--- src/rtl/elevator_call_scheduler_pkg.sv ---
// Shared types and constants for the elevator call scheduler.
// Floor 0 is the ground floor; floors 1..8 map onto req_onehot bits 0..7.
package elevator_pkg;

    localparam int NUM_FLOORS       = 9;
    localparam int FLOOR_W          = 4;
    localparam int DWELL_CYCLES_DEF = 10;

    // Encoding chosen so busy and door_open are single state bits.
    typedef enum logic [1:0] {
        ST_IDLE   = 2'b00,
        ST_TRAVEL = 2'b01,
        ST_DWELL  = 2'b11
    } state_e;

    function automatic logic [7:0] floor_onehot(logic [FLOOR_W-1:0] fl);
        if (fl == 4'd0 || fl > 4'd8) return 8'd0;
        return 8'd1 << (fl - 4'd1);
    endfunction

    function automatic logic [NUM_FLOORS-1:0] floor_mask(logic [FLOOR_W-1:0] fl);
        if (fl > 4'd8) return '0;
        return 9'd1 << fl;
    endfunction

endpackage

--- src/rtl/elevator_call_scheduler_if.sv ---
// Call buttons and car status in, floor request and door status out.
// The scheduler uses the slave side; the car/environment the master side.
interface elevator_call_scheduler_if;
    import elevator_pkg::*;

    logic [7:0]            call_btn;
    logic                  call_ground;
    logic [FLOOR_W-1:0]    current_floor;
    logic                  car_idle;
    logic [7:0]            req_onehot;
    logic [FLOOR_W-1:0]    target_floor;
    logic [NUM_FLOORS-1:0] pending;
    logic                  door_open;
    logic                  busy;

    modport master (
        output call_btn, call_ground, current_floor, car_idle,
        input  req_onehot, target_floor, pending, door_open, busy
    );

    modport slave (
        input  call_btn, call_ground, current_floor, car_idle,
        output req_onehot, target_floor, pending, door_open, busy
    );

endinterface

--- src/rtl/elevator_call_scheduler_call_edge_sync.sv ---
// Per-bit two-flop synchronizer followed by a registered rising-edge detector.
// rise_o is a one-cycle pulse, so a held button produces a single event.
module call_edge_sync #(
    parameter int W = 9
) (
    input  logic         clk,
    input  logic         rst_n,
    input  logic [W-1:0] d_i,
    output logic [W-1:0] rise_o
);

    logic [W-1:0] s1_q;
    logic [W-1:0] s2_q;
    logic [W-1:0] prev_q;

    always_ff @(posedge clk or negedge rst_n) begin
        if (!rst_n) begin
            s1_q   <= '0;
            s2_q   <= '0;
            prev_q <= '0;
        end else begin
            s1_q   <= d_i;
            s2_q   <= s1_q;
            prev_q <= s2_q;
        end
    end

    assign rise_o = s2_q & ~prev_q;

endmodule

--- src/rtl/elevator_call_scheduler.sv ---
// SCAN-style hall-call scheduler: latches calls, picks the next floor,
// holds the request while the car travels and opens the door for a dwell.
module elevator_call_scheduler
    import elevator_pkg::*;
#(
    parameter int unsigned DWELL_CYCLES = DWELL_CYCLES_DEF
) (
    input  logic                     clk,
    input  logic                     rst_n,
    elevator_call_scheduler_if.slave bus
);

    state_e state_q, state_d;

    logic [NUM_FLOORS-1:0] pending_q, pending_d;
    logic [FLOOR_W-1:0]    target_q, target_d;
    logic [7:0]            onehot_q, onehot_d;
    logic                  dir_up_q, dir_up_d;
    logic [15:0]           cnt_q, cnt_d;

    logic [NUM_FLOORS-1:0] rise;
    logic [NUM_FLOORS-1:0] clr;
    logic [NUM_FLOORS-1:0] blk;
    logic [FLOOR_W-1:0]    cur;
    logic [15:0]           pend_ext;

    logic               up_found, dn_found;
    logic [FLOOR_W-1:0] up_fl, dn_fl;
    logic               sel_ok, sel_up;
    logic [FLOOR_W-1:0] sel_fl;
    logic               here, arrived, dwell_done;

    call_edge_sync #(.W(NUM_FLOORS)) u_sync (
        .clk    (clk),
        .rst_n  (rst_n),
        .d_i    ({bus.call_btn, bus.call_ground}),
        .rise_o (rise)
    );

    assign cur        = bus.current_floor;
    assign pend_ext   = {7'd0, pending_q};
    assign here       = bus.car_idle && (cur < 4'd9) && pend_ext[cur];
    assign arrived    = bus.car_idle && (cur == target_q);
    assign dwell_done = (cnt_q == 16'(DWELL_CYCLES - 1));

    // Nearest pending floor above and below the car.
    always_comb begin
        up_found = 1'b0;
        up_fl    = '0;
        dn_found = 1'b0;
        dn_fl    = '0;
        for (int f = NUM_FLOORS - 1; f >= 0; f--) begin
            if (pending_q[f] && (f > int'(cur))) begin
                up_found = 1'b1;
                up_fl    = FLOOR_W'(f);
            end
        end
        for (int f = 0; f < NUM_FLOORS; f++) begin
            if (pending_q[f] && (f < int'(cur))) begin
                dn_found = 1'b1;
                dn_fl    = FLOOR_W'(f);
            end
        end
    end

    always_comb begin
        sel_ok = 1'b0;
        sel_fl = '0;
        sel_up = dir_up_q;
        if (dir_up_q) begin
            if (up_found) begin
                sel_ok = 1'b1;
                sel_fl = up_fl;
            end else if (dn_found) begin
                sel_ok = 1'b1;
                sel_fl = dn_fl;
                sel_up = 1'b0;
            end
        end else begin
            if (dn_found) begin
                sel_ok = 1'b1;
                sel_fl = dn_fl;
            end else if (up_found) begin
                sel_ok = 1'b1;
                sel_fl = up_fl;
                sel_up = 1'b1;
            end
        end
    end

    always_ff @(posedge clk or negedge rst_n) begin
        if (!rst_n) begin
            state_q   <= ST_IDLE;
            pending_q <= '0;
            target_q  <= '0;
            onehot_q  <= '0;
            dir_up_q  <= 1'b1;
            cnt_q     <= '0;
        end else begin
            state_q   <= state_d;
            pending_q <= pending_d;
            target_q  <= target_d;
            onehot_q  <= onehot_d;
            dir_up_q  <= dir_up_d;
            cnt_q     <= cnt_d;
        end
    end

    always_comb begin
        state_d = state_q;
        unique case (state_q)
            ST_IDLE: begin
                if (here)        state_d = ST_DWELL;
                else if (sel_ok) state_d = ST_TRAVEL;
            end
            ST_TRAVEL: if (arrived)    state_d = ST_DWELL;
            ST_DWELL:  if (dwell_done) state_d = ST_IDLE;
            default:                   state_d = ST_IDLE;
        endcase
    end

    always_comb begin
        target_d = target_q;
        onehot_d = onehot_q;
        dir_up_d = dir_up_q;
        cnt_d    = cnt_q;
        clr      = '0;
        unique case (state_q)
            ST_IDLE: begin
                if (here) begin
                    target_d = cur;
                    onehot_d = floor_onehot(cur);
                    clr      = floor_mask(cur);
                    cnt_d    = '0;
                end else if (sel_ok) begin
                    target_d = sel_fl;
                    onehot_d = floor_onehot(sel_fl);
                    dir_up_d = sel_up;
                end
            end
            ST_TRAVEL: begin
                if (arrived) begin
                    clr   = floor_mask(target_q);
                    cnt_d = '0;
                end
            end
            ST_DWELL: cnt_d = cnt_q + 16'd1;
            default: ;
        endcase
    end

    // The floor being served ignores presses while its door is open.
    assign blk       = (state_q == ST_DWELL) ? floor_mask(target_q) : '0;
    assign pending_d = (pending_q & ~clr) | (rise & ~blk);

    assign bus.pending      = pending_q;
    assign bus.target_floor = target_q;
    assign bus.req_onehot   = onehot_q;
    assign bus.busy         = state_q[0];
    assign bus.door_open    = state_q[1];

endmodule

--- src/flat_wrapper.sv ---
// flat-port wrapper written by rule: the top's interface ports become plain ports
module elevator_call_scheduler_flat import elevator_pkg::*;
#(
    parameter int unsigned DWELL_CYCLES = DWELL_CYCLES_DEF
)
  (clk, rst_n, bus_call_btn, bus_call_ground, bus_current_floor, bus_car_idle, bus_req_onehot, bus_target_floor, bus_pending, bus_door_open, bus_busy);
  elevator_call_scheduler_if bus_i ();
  input  logic clk;
  input  logic rst_n;
  input wire logic [$bits(bus_i.call_btn)-1:0] bus_call_btn;
  input wire logic [$bits(bus_i.call_ground)-1:0] bus_call_ground;
  input wire logic [$bits(bus_i.current_floor)-1:0] bus_current_floor;
  input wire logic [$bits(bus_i.car_idle)-1:0] bus_car_idle;
  output wire logic [$bits(bus_i.req_onehot)-1:0] bus_req_onehot;
  output wire logic [$bits(bus_i.target_floor)-1:0] bus_target_floor;
  output wire logic [$bits(bus_i.pending)-1:0] bus_pending;
  output wire logic [$bits(bus_i.door_open)-1:0] bus_door_open;
  output wire logic [$bits(bus_i.busy)-1:0] bus_busy;
  assign bus_i.call_btn = bus_call_btn;
  assign bus_i.call_ground = bus_call_ground;
  assign bus_i.current_floor = bus_current_floor;
  assign bus_i.car_idle = bus_car_idle;
  assign bus_req_onehot = bus_i.req_onehot;
  assign bus_target_floor = bus_i.target_floor;
  assign bus_pending = bus_i.pending;
  assign bus_door_open = bus_i.door_open;
  assign bus_busy = bus_i.busy;
  elevator_call_scheduler #(.DWELL_CYCLES(DWELL_CYCLES)) u_core (.clk(clk), .rst_n(rst_n), .bus(bus_i));
endmodule
--- config.mk ---
export PLATFORM = sky130hd
export DESIGN_NAME = elevator_call_scheduler_flat
export DESIGN_NICKNAME = d
export VERILOG_FILES = /design/src/rtl/elevator_call_scheduler_pkg.sv /design/src/rtl/elevator_call_scheduler_if.sv /design/src/rtl/elevator_call_scheduler_call_edge_sync.sv /design/src/rtl/elevator_call_scheduler.sv /design/src/flat_wrapper.sv
export SDC_FILE = /design/constraint.sdc
export NUM_CORES = 1
export LEC_CHECK = 0
export CAP_MARGIN = 5
export CORE_AREA = 3 3 72 141
export CTS_BUF_LIST = sky130_fd_sc_hd__clkbuf_8
export CTS_CLUSTER_DIAMETER = 40
export DETAILED_ROUTE_END_ITERATION = 8
export DIE_AREA = 0 0 75 144
export GPL_TIMING_DRIVEN = 0
export PLACE_DENSITY = 0.65
export RECOVER_POWER = 50
export SLEW_MARGIN = 10
export SYNTH_ARGS = -nofsm -noshare
export SYNTH_HDL_FRONTEND = slang
export SYNTH_SLANG_ARGS = --single-unit
--- constraint.sdc ---
create_clock -name clk -period 2 [get_ports clk]
set_input_delay 0.4 -clock clk [delete_from_list [all_inputs] [get_ports clk]]
set_output_delay 0.4 -clock clk [all_outputs]
set_load 0.02 [all_outputs]
* Word level (Yosys, flattened, before mapping) *
Cells that the tools add are included.

storage, ports and cells
  bits of input ports = 16
  word-level logic and storage cells = 172
  output and inout port bits = 23
  register bits after elaboration = 67

operators by class
  eq/ne operators = 8
  reduce and logical (&&, ||, !) cells = 31
  muxes and demuxes = 87
  order comparisons = 22
  $add $sub $neg = 3
  shift operators = 4
  bitwise logic cells = 8

operator list
  operator                 number
  $mux W9                  8
  $mux W4                  16
  $mux W8                  6
  $pmux W16 S3             1
  $mux W1                  41
  $mux W16                 2
  $and A9 B9 Y9            3
  $not A9 Y9               3
  $logic_and A1 B1 Y1      20
  $pmux W9 S2              1
  $shl A1 B4 Y9 const A    2
  $add A16 B1 Y16 const B  1
  $eq A16 B4 Y1 const B    1
  $gt A3 B4 Y1 const A     4
  $lt A3 B4 Y1 const A     4
  $shl A1 B4 Y8 const A    2
  $gt A4 B4 Y1 const B     3
  $mux W2                  6
  $mux W3                  4
  $or A9 B9 Y9             1
  $reduce_and A3 Y1        3
  $gt A2 B4 Y1 const A     2
  $logic_not A4 Y1         2
  $lt A1 B4 Y1 const A     2
  20 further kinds         25

* Depth between registers and ports, before layout *
  depth in word-level cells = 23
  mapped depth = 10
  depth with buffers taken out = 7

* By module *
Synthesis repeated with hierarchy kept, for this count alone.

unflattened totals
  cells, all modules = 375
  area total of the unflattened synthesis = 3713.6 µm²

modules (own cells, without submodules)
  module                   times used  seq. area each (µm²)  cells an instance  area an instance (µm²)
  elevator_call_scheduler  1           1002.2                339                2914.0
  call_edge_sync           1           675.6                 36                 799.5

* Least setup slack after synthesis *
OpenSTA, ideal clock, no wires.

  kind = register -> register
  start point = reg u_core.pending_q[5], in the netlist u_core.bus.pending[5]
  end point = reg u_core.target_q[3], in the netlist u_core.bus.target_floor[3]
  arrival = 2.121 ns
  required time = 1.865 ns
  setup slack = -0.255 ns
  library setup time = 0.135 ns
  path buffers = 2
  cell stages (with the launch flop) = 9
  clock period less this slack = 2.255 ns
  path through = dfrtp_1 > buf_2 > or2_0 > a32o_1 > or3_1 > nor2_1 > a31o_2 > buf_4 > a22oi_1

on the way
  longest elaborated chain between the ends = 11
  elaborated cells on any way between the ends = 33
  classes of those cells = 28 x mux; 5 x reduce/logical

ends and longest elaborated chain
  item                                              RTL line                        RTL
  from (decl)                                       elevator_call_scheduler.sv:15   logic [NUM_FLOORS-1:0] pending_q, pending_d;
  from (signal assigned)                            elevator_call_scheduler.sv:101  pending_q <= pending_d;
  $logic_and A1 B1 Y1                               elevator_call_scheduler.sv:53   if (pending_q[f] && (f > int'(cur))) begin
  $mux W4 or $mux W1 (tied branches) (5 in series)  elevator_call_scheduler.sv:53
  $mux W4 or $mux W1 (tied branches)                elevator_call_scheduler.sv:83   end else if (up_found) begin
  $mux W4 or $mux W1 (tied branches)                elevator_call_scheduler.sv:80   if (dn_found) begin
  $mux W4 or $mux W1 (tied branches)                elevator_call_scheduler.sv:70   if (dir_up_q) begin
  $mux W4 or $reduce_bool A2 Y1 (tied branches)     n/a
  $mux W4 or $reduce_and A2 Y1 (tied branches)      n/a
  to (signal assigned)                              elevator_call_scheduler.sv:102  target_q <= target_d;
  to (decl)                                         elevator_call_scheduler.sv:16   logic [FLOOR_W-1:0] target_q, target_d;

Several ways; a longest one is shown, not always the timed one. The select of a mux whose other input is x is not followed.
A chain may end at the register's enable or synchronous reset.

* Worst setup path in the final report *
  start point = reg u_core.pending_q[4], in the netlist u_core.bus.pending[4]
  end point = reg u_core.onehot_q[3], in the netlist u_core.bus.req_onehot[3]

on the way
  longest elaborated chain between the ends = 18
  elaborated cells on any way between the ends = 47
  classes of those cells = 1 x add/sub; 1 x order compare; 1 x shift; 37 x mux; 7 x reduce/logical

ends and longest elaborated chain
  item                                              RTL line                           RTL
  $logic_and A1 B1 Y1                               elevator_call_scheduler.sv:59      if (pending_q[f] && (f < int'(cur))) begin
  $mux W3 or $mux W1 (tied branches) (4 in series)  elevator_call_scheduler.sv:59
  $mux W4 or $mux W1 (tied branches)                elevator_call_scheduler.sv:59
  $mux W4                                           elevator_call_scheduler.sv:74      end else if (dn_found) begin
  $mux W4                                           elevator_call_scheduler.sv:71      if (up_found) begin
  $mux W4                                           elevator_call_scheduler.sv:70
  $gt A4 B4 Y1 or $logic_not A4 Y1 (tied branches)  elevator_call_scheduler_pkg.sv:17  if (fl == 4'd0 || fl > 4'd8) return 8'd0;
  $logic_or A1 B1 Y1                                elevator_call_scheduler_pkg.sv:17
  $mux W1                                           elevator_call_scheduler_pkg.sv:17
  $mux W1                                           elevator_call_scheduler.sv:135     end else if (sel_ok) begin
  $mux W1                                           elevator_call_scheduler.sv:130     if (here) begin
  $mux W1                                           elevator_call_scheduler.sv:128     unique case (state_q)
  $mux W8                                           elevator_call_scheduler_pkg.sv:18  return 8'd1 << (fl - 4'd1);
  $mux W8                                           elevator_call_scheduler.sv:135
  $mux W8                                           elevator_call_scheduler.sv:130
  to (signal assigned)                              elevator_call_scheduler.sv:103     onehot_q <= onehot_d;
  to (decl)                                         elevator_call_scheduler.sv:17      logic [7:0] onehot_q, onehot_d;

Several ways; a longest one is shown, not always the timed one. The select of a mux whose other input is x is not followed.

==> metrics <==
Synth area leaders dfrtp_1 (45%), o21ai_0 (4.0%), nand2_1 (3.6%); grt ovf 0; root buffer cell clkbuf_8; worst reg2reg path startpoint u_core.bus.pending[4]; Core ar. around 9100 µm²; layout cell share with drive strength beyond 1 0.370; DRC 0; CP Class flip-flop to flip-flop; Die ar. 10,800 µm²; Yosys warnings 0; fraction of registers with async set/reset 1.00; failing checks max-capacitance violations, max-slew violations, negative setup slack; worst setup path start u_core.bus.pending[4]; Yosys reg bits 67; final WL 11,800 µm; PortBufs 37; crit path time final 2.25 ns; drt first-iter violations 314; Die X 75 µm; PnR worst setup slack -0.246 ns; total I/O pin count 39; Setup TNS -5.15 ns; worst skew pair latency 0.35 ns; CP Data Arrival Time 2.49 ns; crit-path max FO 6; via count roughly 3,500; worst hold path type flip-flop to flip-flop; Wirelength per Cell 20.6 µm; fmax 445 MHz; starting density of the core 0.399; gp weighted congestion 1.01; Setup WS pre-CTS -1.22 ns; Tcrit/Tclk final 1.12; VDD IR max 0.000507 V; part of the Yosys area used for sequential elements 0.461; Num CTS Buffers 9; # hold bufs at CTS 0; antenna-violating nets left 0; Layout area overhead 43.5%; RSZ-0062 raised after global routing yes; Antenna Cells 0; netlist area before placement 3640 µm²; row count 49; Worst Min Path Start u_core.u_sync.s1_q[8]; share of the synthesized area in the top cell type 0.453; cell count after synthesis about 370; First-pass DRT Iterations 5; Clock Skews 0.00999 ns; Die Ht 144 µm; initial antenna violation count 0; final hold vios 0; EDFF count, synth 0; LEAKAGE 2.09 nW; GRT Total Usage 0.219; Worst-Margin Slew 1.66 ns; vias per std cell 6.07; clk slew on worst S/H paths 0.08 ns; Crit. End Element flip-flop; area leader, netlist dfrtp_1; CTS Buffer Depth 2; Post-Syn Nets 392; largest net degree at the start of global routing 68; outcome finished, violations left; synthesized area per cell 9.79 µm²; final number of max-transition violations between 60 and 70; normalized max-slew margin -0.105; Top FF cell, synth dfrtp_1; TritonCTS clock tree yes; Clock Sink Count 67; H-tree levels 3; library cells used by synthesis 71; HPWL Detailed between 7000 and 8000 µm; crit path launch type flip-flop; Final #Nets 488; Max-Cap Viols 1; number of global-route vias before repair 3,440; WP data required about 2.3 ns; first-pass GRT wire length 17,400 µm; Power Dens Cells ~920 nW/µm²; final number of setup-violating endpoints 35
==> cell usage after synthesis (4+ instances only) <==
| cell type | n |
|---|---|
| a21oi_1 | 13 |
| a31oi_1 | 4 |
| a32oi_1 | 5 |
| and3_1 | 5 |
| and4_1 | 4 |
| buf_2 | 6 |
| buf_4 | 5 |
| buf_6 | 4 |
| clkbuf_1 | 4 |
| dfrtp_1 | 66 |
| ha_1 | 4 |
| inv_1 | 13 |
| nand2_1 | 35 |
| nand2b_1 | 9 |
| nand3_1 | 10 |
| nand4_1 | 13 |
| nor2_1 | 23 |
| nor2_2 | 7 |
| nor2b_1 | 9 |
| nor3_1 | 5 |
| nor4_1 | 4 |
| o21ai_0 | 29 |
| o221ai_1 | 10 |
| o22ai_1 | 5 |
| xor2_1 | 11 |
==> area by class of cell <==
| cell class | count | area [µm²] |
|---|---|---|
| fill | 782 | 3910 |
| multi-input combinational | 271 | 2230 |
| sequential | 67 | 1690 |
| timing repair buffer | 86 | 743 |
| buffer | 20 | 193 |
| tap | 102 | 128 |
| clock buffer | 9 | 124 |
| clock inverter | 7 | 76.3 |
| inverter | 13 | 52.6 |
==> worst paths after layout <==
path                                              end  slack [ns]  cells past startpoint
hold / removal                  u_core.u_sync.s2_q[8]        0.34                      0
max in group asynchronous  u_core.bus.target_floor[3]        0.42                      1
setup reg to reg             u_core.bus.req_onehot[3]       -0.25                      8
min in group asynchronous       u_core.u_sync.s1_q[7]        0.46                      1
hold reg to reg                 u_core.u_sync.s2_q[8]        0.34                      0
setup / recovery             u_core.bus.req_onehot[3]       -0.25                      8
==> flip-flops by register name, indices dropped and copies added, names as in the netlist <==
register,cells
u_core.cnt_q,16
u_core.bus.pending,9
u_core.u_sync.prev_q,9
u_core.u_sync.s1_q,9
u_core.u_sync.s2_q,9
u_core.bus.req_onehot,8
u_core.bus.target_floor,4
u_core.state_q,2
u_core.dir_up_q,1
==> critical path, cell delays in order, from the launching register on <==
cell and delay [ns]:
dfrtp_2 0.45, buf_4 0.16, mux2_4 0.29, o22ai_4 0.14, o31a_1 0.38, nand2_2 0.14, a21oi_4 0.18, nand2_1 0.12
o311ai_2 0.30
==> per-layer routing <==
layer	up-vias	global-route usage	wire, µm
met1	1702	0.221	4120
met5	-	0	0
met4	0	0.151	708
met2	157	0.391	6520
li1	1576	-	-
met3	58	0.0362	492
==> per-stage QoR <==
stage	utilization	power, mW	cells	hold WS (ns)	area (µm²)
floorplan	-	2.65	372	0.104	3750
global placement	0.465	3.19	511	0.332	4250
detailed placement	0.465	3.21	511	0.335	4250
CTS	0.528	4.54	549	0.167	4820
global route	0.573	5.08	575	0.352	5230
finish	0.573	4.84	575	0.344	5230
==> logic make-up after synthesis <==
group,synth area share
compound gates,0.216
xor+xnor,0.0337
fa+ha+maj,0.0137
buf+inv,0.0505
flops,0.461
mux,0.00893
simple gates,0.216
==> repair_timing <==
action | in CTS | in global routing
pin swaps | 22 | 30
endpoints found under the setup margin | 41 | 39
resized for setup | 63 | 58
gates cloned | 3 | 1
buffers inserted | 20 | 25
==> layout by cell type, fill, tap and decap left out, types with 6 or more instances in the layout <==
cell,synthesis,routed
dfrtp_1,66,58
buf_4,5,44
nand2_1,35,30
clkdlybuf4s50_1,0,22
nor2_1,23,20
buf_6,4,17
o21ai_0,29,15
nand4_1,13,13
inv_1,13,12
xor2_1,11,11
a21oi_1,13,11
nand2b_1,9,9
clkbuf_8,0,9
dlygate4sd3_1,0,9
nor2b_1,9,8
nand3_1,10,8
o21ai_1,3,8
nor2_2,7,8
dfrtp_2,0,8
o21ai_2,0,7
o221ai_2,0,6
==> power by group <==
group	internal [mW]	switching, mW
Sequential	1.54	0.166
Combinational	0.873	1.13
Clock	0.581	0.543
Total	3.00	1.84
Note: power is estimated with default switching activity, not from simulation.
